==> config.mk <==
export PLATFORM = sky130hd
export DESIGN_NAME = mult_share_arbiter_flat
export DESIGN_NICKNAME = d
export VERILOG_FILES = /design/src/rtl/mult_share_arbiter_if.sv /design/src/rtl/mult_share_arbiter.sv /design/src/flat_wrapper.sv
export SDC_FILE = /design/constraint.sdc
export NUM_CORES = 1
export LEC_CHECK = 0
export CAP_MARGIN = 15
export CORE_MARGIN = 2
export CORE_UTILIZATION = 35
export CTS_CLUSTER_SIZE = 25
export DETAILED_ROUTE_END_ITERATION = 8
export GPL_ROUTABILITY_DRIVEN = 0
export PLACE_DENSITY = 0.74
export SYNTH_ARGS = -nofsm -noshare
export SYNTH_HDL_FRONTEND = slang
export SYNTH_SLANG_ARGS = --single-unit
export TNS_END_PERCENT = 30
==> constraint.sdc <==
create_clock -name clk -period 3.7 [get_ports clk]
set_input_delay 0.74 -clock clk [delete_from_list [all_inputs] [get_ports clk]]
set_output_delay 0.74 -clock clk [all_outputs]
set_load 0.005 [all_outputs]
==> src/rtl/mult_share_arbiter_if.sv <==
// mult_share_arbiter_if
//   Request and response channels between the requesting datapath units and
//   the shared-multiplier arbiter.
//   req_valid  per-requester operation request
//   req_ready  one-hot grant pulse, operands accepted this cycle
//   req_a/b    packed operands, requester i at [i*DW +: DW]
//   rsp_valid  response valid
//   rsp_ready  response consumer ready
//   rsp_id     requester index the response belongs to
//   rsp_data   normalised sign-magnitude product
//   master: requester side; slave: arbiter side.
interface mult_share_arbiter_if #(
    parameter int unsigned NREQ = 4,
    parameter int unsigned DW   = 8
);
    logic [NREQ-1:0]          req_valid;
    logic [NREQ-1:0]          req_ready;
    logic [NREQ*DW-1:0]       req_a;
    logic [NREQ*DW-1:0]       req_b;
    logic                     rsp_valid;
    logic                     rsp_ready;
    logic [$clog2(NREQ)-1:0]  rsp_id;
    logic [2*DW-1:0]          rsp_data;

    modport master (
        output req_valid, req_a, req_b, rsp_ready,
        input  req_ready, rsp_valid, rsp_id, rsp_data
    );

    modport slave (
        input  req_valid, req_a, req_b, rsp_ready,
        output req_ready, rsp_valid, rsp_id, rsp_data
    );
endinterface

==> src/rtl/mult_share_arbiter.sv <==
// mult_share_arbiter
//   Shares one registered sign-magnitude multiplier among NREQ requesters.
//   Round-robin grant, one operation in flight, fixed multiplier latency LAT,
//   tagged product returned on a valid/ready response channel.
//   clk    rising-edge clock
//   rst    synchronous reset, active-high
//   bus    request/response channels (slave side)
//   mul_a  registered operand A to the multiplier
//   mul_b  registered operand B to the multiplier
//   mul_p  multiplier product
//   busy   high whenever the FSM is not idle
module mult_share_arbiter #(
    parameter int unsigned NREQ = 4,
    parameter int unsigned DW   = 8,
    parameter int unsigned LAT  = 1
) (
    input  logic                     clk,
    input  logic                     rst,
    mult_share_arbiter_if.slave      bus,
    output logic [DW-1:0]            mul_a,
    output logic [DW-1:0]            mul_b,
    input  logic [2*DW-1:0]          mul_p,
    output logic                     busy
);
    localparam int unsigned IW = $clog2(NREQ);
    localparam int unsigned CW = $clog2(LAT + 1);

    typedef enum logic [1:0] {
        S_IDLE,
        S_WAIT,
        S_RESP
    } state_t;

    state_t            state;
    state_t            next_state;
    logic [CW-1:0]     cnt;
    logic [IW-1:0]     rr_ptr;
    logic [IW-1:0]     id;
    logic [IW-1:0]     grant_idx;
    logic              grant_any;
    logic [NREQ-1:0]   req_ready_w;
    logic              load_ops;
    logic              capture;
    logic              rsp_done;
    logic              rsp_valid_q;
    logic [IW-1:0]     rsp_id_q;
    logic [2*DW-1:0]   rsp_data_q;
    logic [2*DW-1:0]   prod_norm;

    // Search starts one past the last winner so a requester that keeps
    // req_valid high queues behind everyone else.
    always_comb begin : arb
        int unsigned cand;
        cand      = 0;
        grant_any = 1'b0;
        grant_idx = '0;
        for (int unsigned i = 1; i <= NREQ; i++) begin
            cand = (32'(rr_ptr) + i) % NREQ;
            if (!grant_any && bus.req_valid[cand[IW-1:0]]) begin
                grant_any = 1'b1;
                grant_idx = cand[IW-1:0];
            end
        end
    end

    // Negative zero from the multiplier is folded to +0.
    assign prod_norm = (mul_p[2*DW-2:0] == '0) ? '0 : mul_p;

    always_ff @(posedge clk) begin
        if (rst) begin
            state <= S_IDLE;
        end else begin
            state <= next_state;
        end
    end

    always_comb begin
        next_state  = state;
        req_ready_w = '0;
        load_ops    = 1'b0;
        capture     = 1'b0;
        rsp_done    = 1'b0;
        case (state)
            S_IDLE: begin
                if (grant_any) begin
                    req_ready_w[grant_idx] = 1'b1;
                    load_ops               = 1'b1;
                    next_state             = S_WAIT;
                end
            end
            S_WAIT: begin
                // cnt is 0 on the first WAIT cycle, so cnt==LAT is exactly
                // LAT edges after the operands reached the multiplier.
                if (cnt == CW'(LAT)) begin
                    capture    = 1'b1;
                    next_state = S_RESP;
                end
            end
            S_RESP: begin
                if (bus.rsp_ready) begin
                    rsp_done   = 1'b1;
                    next_state = S_IDLE;
                end
            end
            default: next_state = S_IDLE;
        endcase
    end

    always_ff @(posedge clk) begin
        if (rst) begin
            cnt         <= '0;
            rr_ptr      <= IW'(NREQ - 1);
            id          <= '0;
            mul_a       <= '0;
            mul_b       <= '0;
            rsp_valid_q <= 1'b0;
            rsp_id_q    <= '0;
            rsp_data_q  <= '0;
        end else begin
            if (load_ops) begin
                mul_a  <= bus.req_a[grant_idx*DW +: DW];
                mul_b  <= bus.req_b[grant_idx*DW +: DW];
                id     <= grant_idx;
                rr_ptr <= grant_idx;
                cnt    <= '0;
            end else if (state == S_WAIT) begin
                cnt <= cnt + CW'(1);
            end

            if (capture) begin
                rsp_valid_q <= 1'b1;
                rsp_id_q    <= id;
                rsp_data_q  <= prod_norm;
            end else if (rsp_done) begin
                rsp_valid_q <= 1'b0;
            end
        end
    end

    assign bus.req_ready = req_ready_w;
    assign bus.rsp_valid = rsp_valid_q;
    assign bus.rsp_id    = rsp_id_q;
    assign bus.rsp_data  = rsp_data_q;
    assign busy          = (state != S_IDLE);
endmodule

==> src/flat_wrapper.sv <==
// flat-port wrapper written by rule: the top's interface ports become plain ports
module mult_share_arbiter_flat 
#(
    parameter int unsigned NREQ = 4,
    parameter int unsigned DW   = 8,
    parameter int unsigned LAT  = 1
)
  (clk, rst, mul_a, mul_b, mul_p, busy, bus_req_valid, bus_req_a, bus_req_b, bus_rsp_ready, bus_req_ready, bus_rsp_valid, bus_rsp_id, bus_rsp_data);
  mult_share_arbiter_if #(.NREQ(NREQ), .DW(DW)) bus_i ();
  input  logic clk;
  input  logic rst;
  output logic [DW-1:0] mul_a;
  output logic [DW-1:0] mul_b;
  input  logic [2*DW-1:0] mul_p;
  output logic busy;
  input wire logic [$bits(bus_i.req_valid)-1:0] bus_req_valid;
  input wire logic [$bits(bus_i.req_a)-1:0] bus_req_a;
  input wire logic [$bits(bus_i.req_b)-1:0] bus_req_b;
  input wire logic [$bits(bus_i.rsp_ready)-1:0] bus_rsp_ready;
  output wire logic [$bits(bus_i.req_ready)-1:0] bus_req_ready;
  output wire logic [$bits(bus_i.rsp_valid)-1:0] bus_rsp_valid;
  output wire logic [$bits(bus_i.rsp_id)-1:0] bus_rsp_id;
  output wire logic [$bits(bus_i.rsp_data)-1:0] bus_rsp_data;
  assign bus_i.req_valid = bus_req_valid;
  assign bus_i.req_a = bus_req_a;
  assign bus_i.req_b = bus_req_b;
  assign bus_i.rsp_ready = bus_rsp_ready;
  assign bus_req_ready = bus_i.req_ready;
  assign bus_rsp_valid = bus_i.rsp_valid;
  assign bus_rsp_id = bus_i.rsp_id;
  assign bus_rsp_data = bus_i.rsp_data;
  mult_share_arbiter #(.NREQ(NREQ), .DW(DW), .LAT(LAT)) u_core (.clk(clk), .rst(rst), .bus(bus_i), .mul_a(mul_a), .mul_b(mul_b), .mul_p(mul_p), .busy(busy));
endmodule
==> impl_results.md <==
* Slew HR at 0.633
* Initial antenna violation count at 0
* Layout cells sized above 1 at 0.118
* Synth async-reset ratio at 0
* Synth area leader: dfxtp_1
* Final period utilization at 0.927
* Fin. max-slew vios at 0
* CTS tree: built
* CP most frequent cell: clkdlybuf4s50_1
* Peak supply drop at 0.000186 V
* Synth warn at 0
* Worst path slowest cell: or4_1
* Fin cells at 441
* Skew-Pair Late Insertion Delay at 0.29 ns
* Crit path required time at 2.96 ns
* Static Leak at 1.43 nW
* MaxCap Viol Count at 0
* Met3 wire len at 630 microns
* Logic gate share of total power at 0.334
* Status: finished, final reports clean
* Post-Syn Nets at 323
* Met2 wire len at 3390 microns
* Num rows at 29
* Clock Path Buffers at 2
* Largest net degree at the start of global routing at 19
* Port-buffer cells at 126
* Area Growth Syn to Fin at 60.9%
* # IOs at 127
* Final setup vio count at 0
* Drt first pass iters at 4
* Top-area cell type share of the netlist area at 0.366
* Uppermost layer routed: met4
* DRT iter0 DRCs at 133
* Seq pwr share at 0.418
* Cells after DPL at 431
* Routed Wire Length at 7040 microns
* Final ANT Viol Nets at 0
* Number of synthesized flops with an enable pin at 0
* Post-layout power at 1.24 mW
* Vias in the first global route at 2,350
* Unrepaired setup endpoints after global routing: false
* Unique masters post-synth at 43
* Drt drc at 0
* Dpl hpwl at 5430 microns
* Final nets at 450
* Critical path endpoint category: primary output
* Worst EP arrival at 2.69 ns
* Syn Area/Cell at 9.74 sq um
* Minimum clock period at 3.43 ns
* Die height at 85.0 microns
* Internal power at 887 uW
* Sw frac at 0.283
* Via/cell ratio at 5.34
* Top post-synthesis cells by count: dfxtp_1, nand2_1, a22o_1
* Crit path cell chain: clkdlybuf4s50_1, or4_1, nand2b_4, a21o_1, nor2_1, clkdlybuf4s50_1
* CTS sink count at 42
* Sequential share of the synthesized area at 0.366
* Total CTS buffers at 5
* Worst-Margin Slew at 0.548 ns
* Fmax at 292 MHz
* Core area at 6350 sq um
* Setup total negative slack at 0 ns
* Cell with the most instances after synthesis: dfxtp_1
* # diodes at 0
* Syn Inst Count at 236
* Clock root buffer: clkbuf_8
* CP peak stage delay at 0.62 ns
* Final-layout fill cell count at 529
* Drt wl/cell at 16.0 microns
* Post-cts hold buffer count at 0
* Critical path class: in -> out
* Die X at 85.0 microns
* Initial core utilization at 0.362
* All-Layer GR Usage at 0.192
* Worst-path clk slew at 0.08 ns
* Worst-path fanout max at 6
* GRT Residual Overflow at 0
* Ranking of synthesized cells by area: dfxtp_1, mux2i_1, a22o_1
* Clock share of power at 0.248
* Die area at 7230 sq um
* Met1 WL at 2980 microns
* NetSw at 350 uW
* First-pass GRT wire length at 11,300 microns
* Number of synthesized register bits at 42
* PwrDens at 335 nW/um^2
* HP Class: reg -> reg
* DR vias at 2,357
* Clk_skew at 0.00590 ns
* H-tree lvl count at 2
* Most used DFF post-synth: dfxtp_1
* Critical Path Start Type: primary input
* Mapped cell area at 2300 sq um
* Fin. Hold Viols at 0
==> what timing repair did <==
item | in CTS | in global routing
buffers inserted | 0 | 2
gates resized for setup | 0 | 0
endpoints found under the setup margin | 0 | 1
==> layout make-up <==
cell class	count	area (sq um)	share of cell area
Clock inverter	1	5.00	0.00135
Tap cell	77	96.3	0.0261
Multi-Input combinational cell	173	1290	0.350
Clock buffer	7	86.3	0.0234
Sequential cell	42	841	0.227
Timing Repair Buffer	141	1370	0.372
==> logic make-up after synthesis <==
group,Yosys count,synth area share
AO/OA/AOI/OAI,85,0.314
AND/OR/NAND/NOR,72,0.180
flip-flops,42,0.366
multiplexers,16,0.0697
buffers and inverters,21,0.0708
==> cells in the final DEF (no fill, tap or decap), drive strengths merged <==
cell,count
nor2,12
and2,1
nor3,4
o21a,1
or3b,1
clkdlybuf4s50,126
a21o,2
nor3b,1
nor2b,2
nand2,21
a211oi,1
dfxtp,42
o21bai,2
and2b,1
clkbuf,7
a21oi,8
o21ai,4
o22a,1
nand2b,3
a211o,16
nand4,17
or4,1
a22o,18
o211ai,16
nor4,3
or2,3
buf,15
o31ai,16
mux2i,16
clkinv,1
nand3,2
==> worst paths after layout <==
check	from	end	slack, ns	cells past startpoint
setup / recovery	bus_req_valid[1]	bus_req_ready[1]	0.27	6
hold / removal	u_core.id[1]	u_core.id[1]	0.46	2
setup reg to reg	u_core.cnt	u_core.bus.rsp_data[11]	1.94	5
hold reg to reg	u_core.id[1]	u_core.id[1]	0.46	2
==> per-stage QoR <==
stage | hold slack (ns) | setup slack (ns) | area [sq um] | util
floorplan | 0.436 | 1.16 | 2300 | -
global placement | 0.445 | 0.196 | 3590 | 0.566
detailed placement | 0.453 | 0.150 | 3590 | 0.566
CTS | 0.465 | 0.127 | 3680 | 0.580
global route | 0.487 | 0.170 | 3700 | 0.582
finish | 0.464 | 0.271 | 3700 | 0.582
==> registers in the layout, summed over array words and instances, names as in the netlist <==
register and flops:
u_core.rr_ptr 2, u_core.mul_a 8, u_core.bus.rsp_valid 1, u_core.id 2, u_core.bus.rsp_data 16, u_core.cnt 1, u_core.mul_b 8, u_core.bus.rsp_id 2
u_core.state 2
==> worst max-delay path, delay by kind of cell <==
family                 cells  cell delay (ns)
AOI/OAI and AO/OA          1             0.18
buffers and inverters      2             0.98
and+or+nand+nor            3             0.80
==> power by group through the flow <==
stage,clock (mW),combinational [mW],sequential (mW)
after detailed placement,0,0.412,0.527
after global routing,0.333,0.449,0.522
after CTS,0.319,0.415,0.517
after floorplan,0,0.212,0.524
final,0.307,0.414,0.517
after global placement,0,0.408,0.526
==> per-layer routing <==
metal | GRT usage | vias up
met5 | 0 | -
met4 | 0.0332 | 0
met3 | 0.0593 | 4
met2 | 0.329 | 106
met1 | 0.242 | 1074
li1 | - | 1173
(Power assumes the default switching activity.)
